**src/rtl/cdc_rx_buf.sv**
```systemverilog
// Receive side of a 4-phase req/ack crossing feeding a first-word-fall-through FIFO.
// Optional sticky protocol checker enabled by defining CDC_RX_BUF_PROTO_CHK_EN.
module cdc_rx_buf #(
  parameter int DW      = 32,
  parameter int SYNC_DP = 2,
  parameter int DEPTH   = 4
) (
  input  logic                       clk,
  input  logic                       rst_n,
  input  logic                       i_vld,
  output logic                       i_rdy,
  input  logic [DW-1:0]              i_dat,
  output logic                       o_vld,
  input  logic                       o_rdy,
  output logic [DW-1:0]              o_dat,
  output logic [$clog2(DEPTH+1)-1:0] o_count
`ifdef CDC_RX_BUF_PROTO_CHK_EN
  ,
  output logic                       proto_err
`endif
);

  // state | meaning
  // IDLE  | waiting for a synchronised request and FIFO space (i_rdy=0)
  // ACK   | request captured, holding ack until the request falls (i_rdy=1)
  localparam logic [0:0] IDLE = 1'b0;
  localparam logic [0:0] ACK  = 1'b1;

  localparam int AW = $clog2(DEPTH);
  localparam int CW = $clog2(DEPTH + 1);
  localparam logic [CW-1:0] FULL_CNT = CW'(DEPTH);

  logic [SYNC_DP:0] sync_q, sync_d;
  logic [0:0]       state_q, state_d;
  logic [AW-1:0]    wr_ptr_q, wr_ptr_d;
  logic [AW-1:0]    rd_ptr_q, rd_ptr_d;
  logic [CW-1:0]    count_q, count_d;
  logic [DW-1:0]    mem_q [DEPTH];

  logic vld_s, vld_p, nedge;
  logic full, push, pop;

  assign sync_d = {i_vld, sync_q[SYNC_DP:1]};
  assign vld_s  = sync_q[1];
  assign vld_p  = sync_q[0];
  assign nedge  = ~vld_s & vld_p;

  // Full is judged on the registered count; a pop this cycle does not free space until next edge.
  assign full = (count_q == FULL_CNT);
  assign push = (state_q == IDLE) & vld_s & ~full;
  assign pop  = o_vld & o_rdy;

  always_comb begin
    state_d = state_q;
    case (state_q)
      IDLE:    if (push)  state_d = ACK;
      ACK:     if (nedge) state_d = IDLE;
      default: state_d = IDLE;
    endcase
  end

  always_comb begin
    count_d  = count_q;
    wr_ptr_d = wr_ptr_q;
    rd_ptr_d = rd_ptr_q;
    if (push) wr_ptr_d = wr_ptr_q + 1'b1;
    if (pop)  rd_ptr_d = rd_ptr_q + 1'b1;
    case ({push, pop})
      2'b10:   count_d = count_q + 1'b1;
      2'b01:   count_d = count_q - 1'b1;
      default: count_d = count_q;
    endcase
  end

  always_ff @(posedge clk or negedge rst_n) begin
    if (!rst_n) begin
      sync_q   <= '0;
      state_q  <= IDLE;
      wr_ptr_q <= '0;
      rd_ptr_q <= '0;
      count_q  <= '0;
      for (int i = 0; i < DEPTH; i++) mem_q[i] <= '0;
    end else begin
      sync_q   <= sync_d;
      state_q  <= state_d;
      wr_ptr_q <= wr_ptr_d;
      rd_ptr_q <= rd_ptr_d;
      count_q  <= count_d;
      if (push) mem_q[wr_ptr_q] <= i_dat;
    end
  end

  assign i_rdy   = (state_q == ACK);
  assign o_vld   = (count_q != '0);
  assign o_dat   = mem_q[rd_ptr_q];
  assign o_count = count_q;

`ifdef CDC_RX_BUF_PROTO_CHK_EN
  // A falling request that was never acked means the tx side withdrew it.
  logic err_q, err_d;

  assign err_d = err_q | (nedge & (state_q == IDLE));

  always_ff @(posedge clk or negedge rst_n) begin
    if (!rst_n) err_q <= 1'b0;
    else        err_q <= err_d;
  end

  assign proto_err = err_q;
`endif

endmodule

```
**config.mk**
```make
export PLATFORM = sky130hd
export DESIGN_NAME = cdc_rx_buf
export DESIGN_NICKNAME = d
export VERILOG_FILES = /design/src/rtl/cdc_rx_buf.sv
export SDC_FILE = /design/constraint.sdc
export NUM_CORES = 1
export LEC_CHECK = 0
export BUFFER_PORTS_ARGS = -buffer_cell sky130_fd_sc_hd__buf_2
export CAP_MARGIN = 20
export CORE_AREA = 2 2 106 108
export CTS_CLUSTER_DIAMETER = 30
export DETAILED_ROUTE_END_ITERATION = 7
export DIE_AREA = 0 0 108 110
export PLACE_DENSITY_LB_ADDON = 0.3
export REMOVE_ABC_BUFFERS = 1
export SYNTH_ARGS = -nofsm -noshare
export SYNTH_HDL_FRONTEND = slang
export SYNTH_SLANG_ARGS = --single-unit
```
**constraint.sdc**
```tcl
create_clock -name clk -period 5.3 [get_ports clk]
set_clock_uncertainty 0.15 [all_clocks]
set_input_delay 0 -clock clk [delete_from_list [all_inputs] [get_ports clk]]
set_output_delay 0 -clock clk [all_outputs]
set_load 0.01 [all_outputs]
```
# Yosys cells after proc, flatten, opt, wreduce, memory -nomap -nowiden
# Cells that the tools add are included.
[word_totals]
inputBits = 36
word_cells = 41
ff_bits = 139
[classes]
n_lt_le_gt_ge = 3
mux = 10
reduce_logical = 3
n_eq_ne = 3
add_sub_neg = 4
bitwise = 9
[ops]
columns = ["op", "count"]
rows = [
  ["$bwmux W128", 1],
  ["$mux W32", 3],
  ["$bmux W32 S2", 1],
  ["$demux W32 S2", 1],
  ["$ge A3 B3 Y1 const B", 2],
  ["$not A2 Y3", 2],
  ["$pmux W3 S2", 1],
  ["$add A2 B1 Y2 const B", 2],
  ["$and A1 B1 Y1", 4],
  ["$add A3 B1 Y3 const B", 1],
  ["$eq A3 B3 Y1 const B", 1],
  ["$lt A3 B1 Y1 const B", 1],
  ["$not A1 Y1", 3],
  ["$reduce_bool A3 Y1", 1],
  ["$sub A3 B1 Y3 const B", 1],
  ["$eq A2 B1 Y1 const B", 1],
  ["$eq A2 B2 Y1 const B", 1],
  ["$mux W1", 2],
  ["$pmux W1 S2", 1],
  ["$reduce_bool A2 Y1", 1],
  ["$logic_and A1 B1 Y1", 1],
]

# Depth between registers and ports, before layout
[logic_depth]
word_depth = 6
depth_mapped = 9
mapped_depth_nobuf = 9

# Worst setup path after synthesis
# Ideal clock, no wire load.
[synth_path]
kind = "flip-flop to flip-flop"
from = "register count_q[2], in the netlist o_count[2]"
to = "register count_q[2], in the netlist o_count[2]"
path_slack_ps = 3191
required_time_ps = 5022
synth_period_minus_slack_ps = 2109
n_path_buf = 0
arrival_ps = 1831
stages_incl_launch_ff = 10
cell_sequence = "dfrtp_1 -> nor3b_4 -> nor3b_1 -> inv_1 -> ha_1 -> inv_1 -> fa_1 -> xor2_1 -> nor2_1 -> xor2_1"
[synth_between]
elab_chain_cells = 5
[synth_rtl]
columns = ["element", "line", "source"]
rows = [
  ["start, declared", "37", "logic [CW-1:0] count_q, count_d;"],
  ["start signal, assigned", "88", "count_q <= count_d;"],
  ["$eq A3 B3 Y1", "49", "assign full = (count_q == FULL_CNT);"],
  ["$not A1 Y1", "50", "assign push = (state_q == IDLE) & vld_s & ~full;"],
  ["$and A1 B1 Y1", "50", ""],
  ["$eq A2 B1 Y1 / $eq A2 B2 Y1 (equally long branches)", "68", "case ({push, pop})"],
  ["$pmux W3 S2 / $reduce_bool A2 Y1 (equally long branches)", "-", ""],
]
# Parallel ways exist; a longest one is shown, timed or not.
# A chain may end at the register's enable or synchronous reset.

# Worst setup path after layout
[layout_path]
from = "register rd_ptr_q[0]"
to = "output port o_dat[23]"
[layout_between]
elab_chain_cells = 4
[layout_rtl]
columns = ["element", "line", "source"]
rows = [
  ["start, declared", "36", "logic [AW-1:0] rd_ptr_q, rd_ptr_d;"],
  ["start signal, assigned", "87", "rd_ptr_q <= rd_ptr_d;"],
  ["$not A2 Y3 (not written as such)", "95", "assign o_dat = mem_q[rd_ptr_q];"],
  ["$bmux W32 S2", "95", ""],
  ["$mux W32 (not written as such) (2 in a row)", "95", ""],
  ["end, declared", "15", "output logic [DW-1:0] o_dat,"],
]
# Every way passes these cells. The select of a mux whose other input is x is not followed.

==> flow_summary.toml <==
[timing]
slew_headroom_pct = 44.6
setup_ws_ns = 2.77
tightest_slew_ns = 0.831
fmax_mhz = 395
setup_tns_ns = 0
hold_viol = 0
report.final.setup_viol = 0
slew_viol_final = 0
fin_crit_sh_pct = 47.8
rsz0062_at_grt = "no"
min_period_ns = 2.53
holdWs_ns = 0.152

[synthesis]
postSynthAreaPerCell_um2 = 18.8
synth_top_cell_area_share_pct = 52.1
ys_warn_count = 0
syn_inst = 356
synth_cell_types = 22
yosysTopAreaCell = "dfrtp_1"
synth-seq-cells = 139
yosysSeqAreaShare_pct = 52.1
synth_area_um2 = 6680
synth.area.top_cells = "dfrtp_1 (52%), mux2_4 (27%), mux4_2 (11%)"

[floorplanning]
core_um2 = 10700
fp.dieH_um = 110
die_w_um = 108
start_util_pct = 62.4
fp-row-count = 38
dieArea_um2 = 11900
ios = 73

[grt]
grt_pass1_wl_mm = 21.0
grtUsageTotal_pct = 23.9
grt_max_degree = 71
grt_overflow = 0
grt_pass1_vias = 3980
antenna_found_initial = 0

[detailed_routing]
avgRoutedWirePerCell_um = 20.5
detail-route-antenna-nets = 0
drt_wl_total_mm = 12.8
firstDrtPassIters = 4
vias = 3467
vias_per_cell = 5.56
drt_iter0_markers = 201
drc = 0

[placement]
place_ws_ns = 2.79
post-dp-hpwl_mm = 7.55
placed_cells = 554
globalplace.congestion = 0.735
io_buffers = 72

[critical_path]
critPathArrivalTime_ns = 2.38
critPathRequiredTime_ns = 5.15
critPathCaptureType = "output pin"
path_max_fanout = 23
critical_path_class = "reg -> out"
start_kind = "flip-flop"

[cells_and_area]
num_antenna_cells = 0
final_nets = 513
area_delta_synth_final_pct = 20.3
drive_above_1_share_pct = 58.3
final_util_pct = 75.1
final_cells = 624
multi_input_area_um2 = 2930
fillers = 614
regArea_um2 = 3480

[power_and_ir_drop]
intPower_mw = 3.74
irDropWorstVdd_mv = 0.409
power.density_nw_per_um2 = 665
p_sw_mw = 1.61
switching_share_pct = 30.1
seqPwrFrac_pct = 36.6
comb_power_share_pct = 41.5
pwr-share-clk_pct = 22.0
leakage_nw = 3.68

[flow_run]
cap_violations = 0

[clocking]
tritoncts = "built"
cts_buffer_depth = 2
cts-htree-levels = 4
cts_buffers = 17
clk_pin_slew_ns = 0.06
cts_resized = 0
clock_sinks = 139
clock_latency_ns = 0.51
cts_root_buf = "clkbuf_8"
post-cts-setup-buffer-count = 0

[hold_path]
worstHoldPathType = "in -> reg"

[status]
run_status = "completed"
## routing by layer
layer	track usage (%)	wire, µm
met3	5.11	381
met1	31.8	5740
met2	39.8	6530
met5	0	0
met4	7.69	149
## critical path, cell delays in order (launching register included)
cell,delay [ns]
dfrtp_2,0.61
buf_4,0.50
mux4_2,0.59
buf_2,0.16
## worst paths after layout
path,cells past startpoint,from,slack (ns),to
min in group asynchronous,4,rst_n,0.45,mem_q[117]
hold reg to reg,0,sync_q[2],0.20,sync_q[1]
max in group asynchronous,4,rst_n,3.76,mem_q[127]
setup / recovery,3,rd_ptr_q[0],2.77,o_dat[23]
setup reg to reg,9,o_count[0],2.78,o_count[2]
hold / removal,3,i_dat[17],0.15,mem_q[49]
## placed cells by master (no fill, tap or decap), types with 2 or more instances in the layout
| cell type | synthesis | final |
|---|---|---|
| inv_1 | 7 | 7 |
| clkinv_4 | 0 | 4 |
| mux4_2 | 32 | 32 |
| inv_6 | 0 | 2 |
| buf_4 | 4 | 10 |
| bufinv_16 | 0 | 3 |
| clkbuf_16 | 0 | 16 |
| clkinv_2 | 0 | 2 |
| clkbuf_1 | 3 | 2 |
| xor2_1 | 3 | 3 |
| xnor2_1 | 3 | 3 |
| mux2_4 | 120 | 120 |
| mux2_2 | 9 | 9 |
| dlygate4sd3_1 | 0 | 37 |
| dfrtp_1 | 139 | 138 |
| ha_1 | 5 | 5 |
| buf_2 | 5 | 71 |
| nand2_1 | 2 | 2 |
| clkinvlp_4 | 0 | 2 |
| nor4bb_4 | 0 | 4 |
## stage by stage
| stage | total power [mW] | area [µm²] |
|---|---|---|
| 3_3_place_gp | 4.06 | 7050 |
| 4_1_cts | 5.40 | 8040 |
| 3_5_place_dp | 4.16 | 7050 |
| 2_1_floorplan | 3.57 | 6370 |
| 6_report | 5.34 | 8040 |
| 5_1_grt | 5.64 | 8040 |
## Yosys cell counts
master    count
mux4_2       32
nor2_1        1
or3_2         1
buf_2         5
nor3b_4       1
o31a_2        1
mux2_4      120
mux2_2        9
o21ai_0       1
xnor2_1       3
nand2_1       2
inv_1         7
xor2_1        3
fa_1          1
buf_12       12
nor4bb_1      4
buf_4         4
ha_1          5
nor3b_1       1
clkbuf_1      3
mux2i_1       1
dfrtp_1     139
## timing repair
| action | 4_1_cts | 5_1_grt |
|---|---|---|
| setup endpoints to repair | 0 | 0 |
| endpoints found under the hold margin | 203 | 0 |
| hold buffers | 38 | 0 |
## logic make-up after synthesis
family	share of synthesized area, %
buffers and inverters	4.98
AND/OR/NAND/NOR	1.27
adder cells (fa/ha/maj)	1.24
AO/OA/AOI/OAI	0.225
XOR/XNOR	0.787
multiplexers	39.4
flip-flops	52.1
## cell type report
type | count | share of cell area [%]
clock buffer | 19 | 5.25
clock inverter | 13 | 2.09
sequential | 139 | 43.3
tap | 140 | 2.18
timing repair buffer | 120 | 10.4
multi-input combinational | 186 | 36.4
inverter | 7 | 0.327
## state kept, by name, indices dropped and copies added, names as in the netlist
register	count
mem_q	128
rd_ptr_q	2
i_rdy	1
wr_ptr_q	2
o_count	3
sync_q	3
## power groups by stage
stage	clock network [mW]	logic, mW	registers (mW)
6_report	1.17	2.21	1.96
5_1_grt	1.25	2.37	2.02
4_1_cts	1.20	2.24	1.96
3_5_place_dp	0	2.21	1.95
3_3_place_gp	0	2.15	1.91
2_1_floorplan	0	1.67	1.90
Note: power is estimated with default switching activity, not from simulation.
